$ cat config.mk
export PLATFORM = sky130hd
export DESIGN_NAME = mw_trig_cond
export DESIGN_NICKNAME = d
export VERILOG_FILES = /design/src/rtl/mw_trig_cond.sv
export SDC_FILE = /design/constraint.sdc
export NUM_CORES = 1
export LEC_CHECK = 0
export BUFFER_PORTS_ARGS = -buffer_cell sky130_fd_sc_hd__buf_4
export CAP_MARGIN = 10
export CORE_ASPECT_RATIO = 1.1
export CORE_MARGIN = 3
export CORE_UTILIZATION = 35
export DETAILED_ROUTE_END_ITERATION = 16
export HOLD_SLACK_MARGIN = 0.05
export PLACE_DENSITY = 0.59
export SYNTH_ARGS = -nofsm -noshare
export SYNTH_HDL_FRONTEND = slang
export SYNTH_SLANG_ARGS = --single-unit
$ cat constraint.sdc
create_clock -name adc_clk_i -period 8.23 [get_ports adc_clk_i]
set_input_delay 0.823 -clock adc_clk_i [delete_from_list [all_inputs] [get_ports adc_clk_i]]
set_output_delay 0.823 -clock adc_clk_i [all_outputs]
set_load 0.1 [all_outputs]
$ cat src/rtl/mw_trig_cond.sv
// mw_trig_cond -- trigger conditioning between the scan controller and the
// microwave generator trigger pin.
//
// Turns the active-low step request into a clean output pulse with a minimum
// low width and a minimum inter-pulse gap. One early request can be queued,
// and further early requests are dropped and counted. After each pulse a
// settle window runs, so downstream averaging only measures once the
// generator has settled.
//
// Optional feature macro: MW_TRIG_RDY_EN
//   defined   -> adds mw_rdy_i (async generator lock line, 2-FF synchronized)
//                and rdy_to_o (lock timeout); settled_o also needs lock.
//   undefined -> settled_o depends on the settle counter only.
//
// Ports:
//   adc_clk_i, adc_rstn_i   clock, synchronous active-low reset
//   trig_req_i              step request, idle 1, falling edge = request
//   cfg_min_low_i           minimum output low time in cycles (0 acts as 1)
//   cfg_min_gap_i           minimum high time between pulses (0 = none)
//   cfg_settle_i            cycles after the output rises until settled
//   cnt_clr_i               clears pulse_cnt_o and ovf_cnt_o
//   mw_trig_o               conditioned trigger, idle 1, active 0
//   settled_o               generator settled at the current frequency
//   busy_o                  in LOW or GAP
//   pending_o               one request queued
//   ovf_o                   one-cycle pulse per dropped request
//   pulse_cnt_o             pulses issued (wraps)
//   ovf_cnt_o               dropped requests (saturates)
module mw_trig_cond #(
    parameter int CW = 32
) (
    input  logic          adc_clk_i,
    input  logic          adc_rstn_i,
    input  logic          trig_req_i,
    input  logic [CW-1:0] cfg_min_low_i,
    input  logic [CW-1:0] cfg_min_gap_i,
    input  logic [CW-1:0] cfg_settle_i,
    input  logic          cnt_clr_i,
`ifdef MW_TRIG_RDY_EN
    input  logic          mw_rdy_i,
    output logic          rdy_to_o,
`endif
    output logic          mw_trig_o,
    output logic          settled_o,
    output logic          busy_o,
    output logic          pending_o,
    output logic          ovf_o,
    output logic [CW-1:0] pulse_cnt_o,
    output logic [15:0]   ovf_cnt_o
);

    localparam logic [CW-1:0] ONE = CW'(1);

    typedef enum logic [1:0] {IDLE, LOW, GAP} state_t;

    state_t        state, state_nxt;
    logic          req_q;
    logic          req;
    logic          start, low_exit, drop, set_pend;
    logic          pending, pending_nxt;
    logic [CW-1:0] low_cnt, gap_cnt, settle_cnt;
    logic [CW-1:0] low_load;
    logic          settled_ok;

    // Falling edge seen in the cycle it is first sampled.
    assign req      = req_q & ~trig_req_i;
    assign low_load = (cfg_min_low_i == '0) ? '0 : cfg_min_low_i - ONE;

    assign busy_o    = (state != IDLE);
    assign pending_o = pending;

    always_comb begin
        state_nxt = state;
        start     = 1'b0;
        low_exit  = 1'b0;
        case (state)
            IDLE: if (req || pending) begin
                start     = 1'b1;
                state_nxt = LOW;
            end
            // Exit on the registered request so a stretched request keeps
            // the output low one cycle beyond the request's own low time.
            LOW: if (low_cnt == '0 && req_q) begin
                low_exit  = 1'b1;
                state_nxt = (cfg_min_gap_i == '0) ? IDLE : GAP;
            end
            GAP: if (gap_cnt == '0) state_nxt = IDLE;
            default: state_nxt = IDLE;
        endcase
    end

    // A request arriving while busy is queued once; a second one is dropped.
    // Consuming the queue in IDLE while a new request lands re-queues it.
    always_comb begin
        set_pend    = (state != IDLE) && req && !pending;
        drop        = (state != IDLE) && req && pending;
        pending_nxt = pending;
        if (start)         pending_nxt = pending & req;
        else if (set_pend) pending_nxt = 1'b1;
    end

`ifdef MW_TRIG_RDY_EN
    logic          rdy_meta, rdy_s, rdy_to;
    logic [CW-1:0] to_cnt;
    assign settled_ok = rdy_s;
    assign rdy_to_o   = rdy_to;

    always_ff @(posedge adc_clk_i) begin
        if (!adc_rstn_i) begin
            rdy_meta <= 1'b0;
            rdy_s    <= 1'b0;
            rdy_to   <= 1'b0;
            to_cnt   <= '0;
        end else begin
            rdy_meta <= mw_rdy_i;
            rdy_s    <= rdy_meta;
            if (start) begin
                rdy_to <= 1'b0;
                to_cnt <= '0;
            end else if (rdy_s) begin
                to_cnt <= '0;
            end else if (mw_trig_o && settle_cnt == '0 && !rdy_to) begin
                // Lock still missing after a further settle period.
                if (to_cnt == cfg_settle_i) rdy_to <= 1'b1;
                else                        to_cnt <= to_cnt + ONE;
            end
        end
    end
`else
    assign settled_ok = 1'b1;
`endif

    always_ff @(posedge adc_clk_i) begin
        if (!adc_rstn_i) begin
            state       <= IDLE;
            req_q       <= 1'b1;
            pending     <= 1'b0;
            low_cnt     <= '0;
            gap_cnt     <= '0;
            settle_cnt  <= '0;
            mw_trig_o   <= 1'b1;
            settled_o   <= 1'b1;
            ovf_o       <= 1'b0;
            pulse_cnt_o <= '0;
            ovf_cnt_o   <= '0;
        end else begin
            state   <= state_nxt;
            req_q   <= trig_req_i;
            pending <= pending_nxt;
            ovf_o   <= drop;

            if (start)                            low_cnt <= low_load;
            else if (state == LOW && low_cnt != '0) low_cnt <= low_cnt - ONE;

            if (low_exit)                         gap_cnt <= cfg_min_gap_i - ONE;
            else if (state == GAP && gap_cnt != '0) gap_cnt <= gap_cnt - ONE;

            if (start)                 mw_trig_o <= 1'b0;
            else if (low_exit)         mw_trig_o <= 1'b1;

            if (start)                 settle_cnt <= '0;
            else if (low_exit)         settle_cnt <= cfg_settle_i;
            else if (settle_cnt != '0) settle_cnt <= settle_cnt - ONE;

            // Registered from the current output, so with zero settle time
            // settled_o still trails the rising output by one cycle.
            if (start) settled_o <= 1'b0;
            else       settled_o <= mw_trig_o && (settle_cnt == '0) && settled_ok;

            if (cnt_clr_i)  pulse_cnt_o <= start ? ONE : '0;
            else if (start) pulse_cnt_o <= pulse_cnt_o + ONE;

            if (cnt_clr_i)                         ovf_cnt_o <= drop ? 16'd1 : 16'd0;
            else if (drop && ovf_cnt_o != 16'hFFFF) ovf_cnt_o <= ovf_cnt_o + 16'd1;
        end
    end

endmodule

==> results.md <==
* Status: completed
* RSZ-0062 raised after global routing: false
* Multi-input logic area at 5900 sq um
* Global-route wire length before repair at 44.8 mm
* Grt total ovfl at 0
* Routed Antenna Nets at 0
* Synth area leader: dfxtp_1
* Die width at 160 um
* Buffers on Ports at 152
* Post-DP Area at 10600 sq um
* Max Clock Skew at 11.3 ps
* Period Utilization, post-route at 0.585
* Fraction of layout cells with a size suffix above 1 at 0.166
* ANT cells at 0
* Routed wl met2 at 13.3 mm
* Drt initial violations at 721
* CTS tree: yes
* Routed vias/inst at 5.42
* Critical Path RT at 8570 ps
* #FFs+latches synth at 151
* FMAX at 208 MHz
* CTS buffer count at 17
* Die height at 176 um
* Yosys warns at 0
* DP HPWL at 20.1 mm
* I/O pin count at 153
* Uppermost layer routed: met5
* Register-to-Register Path Depth at 12
* Maximum VDD drop at 0.000135 V
* Primary FF master, synth: dfxtp_1
* Post-Route WL at 27.8 mm
* Remaining DRCs at 0
* GRT Total Usage at 0.192
* Post-layout nets at 1440
* Initial antenna violation count at 1
* Seq. cell area at 3020 sq um
* Vias at 9165
* Area grow syn2layout at 21.8%
* Initial Utilization at 0.359
* Drt pass-1 iters at 7
* Final setup fails at 0
* Routed length per instance at 16.4 um
* Number of fill cells at 2586
* Slew margin rel. at 0.251
* PostCTS Resize Cnt at 0
* Core area at 25600 sq um
* Die ar. at 28200 sq um
* Post-Syn Nets at 1314
* Yosys top cell area share at 0.329
* Syn Std Cell Area at 9180 sq um
* Max Slew Vio Count at 0
* Worst skew pair latency at 420 ps
* Hold Path Depth at 2
* Maximum fanout along the worst path at 42
* Max-cap viol count at 0
* Reg clk slew, reported paths at 70 ps
* Pleak at 4.25 nW
* CP Class: flop to flop
* Crit. End Element: flop
* Mean area per synthesized cell at 7.61 sq um
* Total Negative Setup Slacks at 0 ps
* Register area share after synthesis at 0.329
* WL met3 at 1.25 mm
* Final Hold Viols at 0
* Min cycle time layout at 4810 ps
* CTS Buffer Depth at 2
* Worst hold path class: flop to flop
* Pin count of the biggest net entering global routing at 51
* Routability cong. at 0.897
* CP Launch Type: flop
* Hold_buf cts at 0
* Hold slack at 486 ps
* Largest cells by area after synthesis: dfxtp_1 33%, xnor2_1 7.3%, xor2_1 7.0%
* Metal-1 WL at 12.5 mm
* Total setup buffers inserted after CTS at 0
* Cells after Synth at 1207
* Worst slew pin tran at 1110 ps
* Worst Path Arrival at 5150 ps
* Clock sinks at 151
* EDFF count, synth at 0
* Yosys cell types at 62
* Final Cell Area at 11200 sq um
* P per Cell Area at 247 nW/um^2
* Row count at 61
* Number of global-route vias before repair at 8697
* Depth of the CTS H-tree at 4
* CTS root buf: clkbuf_16
* Asr flop ratio synth at 0
==> layout by cell type, fill, tap and decap left out, drive strengths merged, types with 7 or more instances in the layout <==
cell,n
a211oi,11
a21o,7
a21oi,71
a31oi,7
and2,7
and3,12
buf,159
clkbuf,18
dfxtp,151
ha,7
inv,28
mux2i,11
nand2,116
nand2b,10
nand3,74
nand4,27
nor2,169
nor2b,7
nor3,66
nor4,53
o21ai,54
o22ai,17
or2,12
or3,18
or4,17
xnor2,77
xor2,73
==> power by group <==
part	total [mW]	internal, mW	switching, mW	leakage [nW]
registers	0.926	0.825	0.100	1.23
logic	1.08	0.449	0.627	2.75
clock network	0.763	0.408	0.354	0.279
==> routing by layer <==
layer | vias up | global-route usage
li1 | 4564 | -
met1 | 4295 | 0.248
met2 | 254 | 0.328
met3 | 50 | 0.0241
met4 | 2 | 0.0712
met5 | - | 0
==> kinds of logic after synthesis <==
logic type	synth area share
xor+xnor	0.143
simple gates	0.341
compound gates	0.130
mux	0.0173
flops	0.329
fa+ha+maj	0.00954
buf+inv	0.0303
==> cell usage after synthesis (2+ instances only) <==
cell type  instances
o32a_1             4
nand4_1           27
nand2b_1          10
nor4_4             4
nand3_1           73
a32oi_1            4
a21oi_1           71
a211oi_1          11
or4_1             16
o21a_1             2
and3_1            12
dfxtp_1          151
o21ai_0           53
ha_1               7
nor4b_1            2
nor4_2             2
nand3b_1           4
or2_2             12
inv_1             19
nand4b_1           6
xnor2_1           77
mux2i_1           11
nor3_1            66
nor3b_1            3
o311ai_0           2
a21o_1             7
mux2_2             3
nor2b_1            7
buf_2              3
o221a_2            2
o211ai_1           5
buf_1              6
and4_1             6
a31oi_1            7
nand2_1          116
xor2_1            73
or3_1             18
and2_1             7
o211a_1            3
a22oi_1            2
clkbuf_1          42
o22ai_1           17
nor4_1            47
nor2_1           169
==> stage by stage <==
step / power [mW] / std cells / util / setup slack, ps
detailed placement: 2.01 / 1660 / 0.415 / 3500
global placement: 2.00 / 1660 / 0.415 / 3620
floorplan: 1.75 / 1207 / - / 3750
global route: 2.95 / 1692 / 0.437 / 3070
finish: 2.77 / 1692 / 0.437 / 3420
CTS: 2.78 / 1692 / 0.437 / 3480
==> final cells by class <==
type / instances / share of cell area
tap: 346 / 0.0387
clock buffer: 18 / 0.0393
timing repair buffer: 159 / 0.107
multi-input combinational: 985 / 0.527
clock inverter: 14 / 0.0115
inverter: 19 / 0.00638
sequential: 151 / 0.270
==> path summary, 6_finish.rpt <==
| check | from | to | slack (ps) |
|---|---|---|---|
| worst min register to register | mw_trig_o | settled_o | 490 |
| worst min-delay path | mw_trig_o | settled_o | 490 |
| worst max register to register | low_cnt[8] | gap_cnt[22] | 3420 |
| worst max-delay path | low_cnt[8] | gap_cnt[22] | 3420 |
==> state kept, by name, indices dropped and copies added, names as in the netlist <==
name	count
gap_cnt	32
low_cnt	32
pulse_cnt_o	32
settle_cnt	32
ovf_cnt_o	16
state	2
mw_trig_o	1
ovf_o	1
pending_o	1
req_q	1
settled_o	1
==> critical path: stages, from the launching register on <==
cell      delay [ps]
dfxtp_1          370
nor4_2           550
nand4_1          220
or4_4            790
a21boi_0         290
ha_1             310
or4b_1           520
or2_2            420
nand2b_1         190
mux2i_1          530
nand3_1          190
xor2_1           180
o22ai_1          140
No activity file was read; power rests on OpenSTA's default activity.
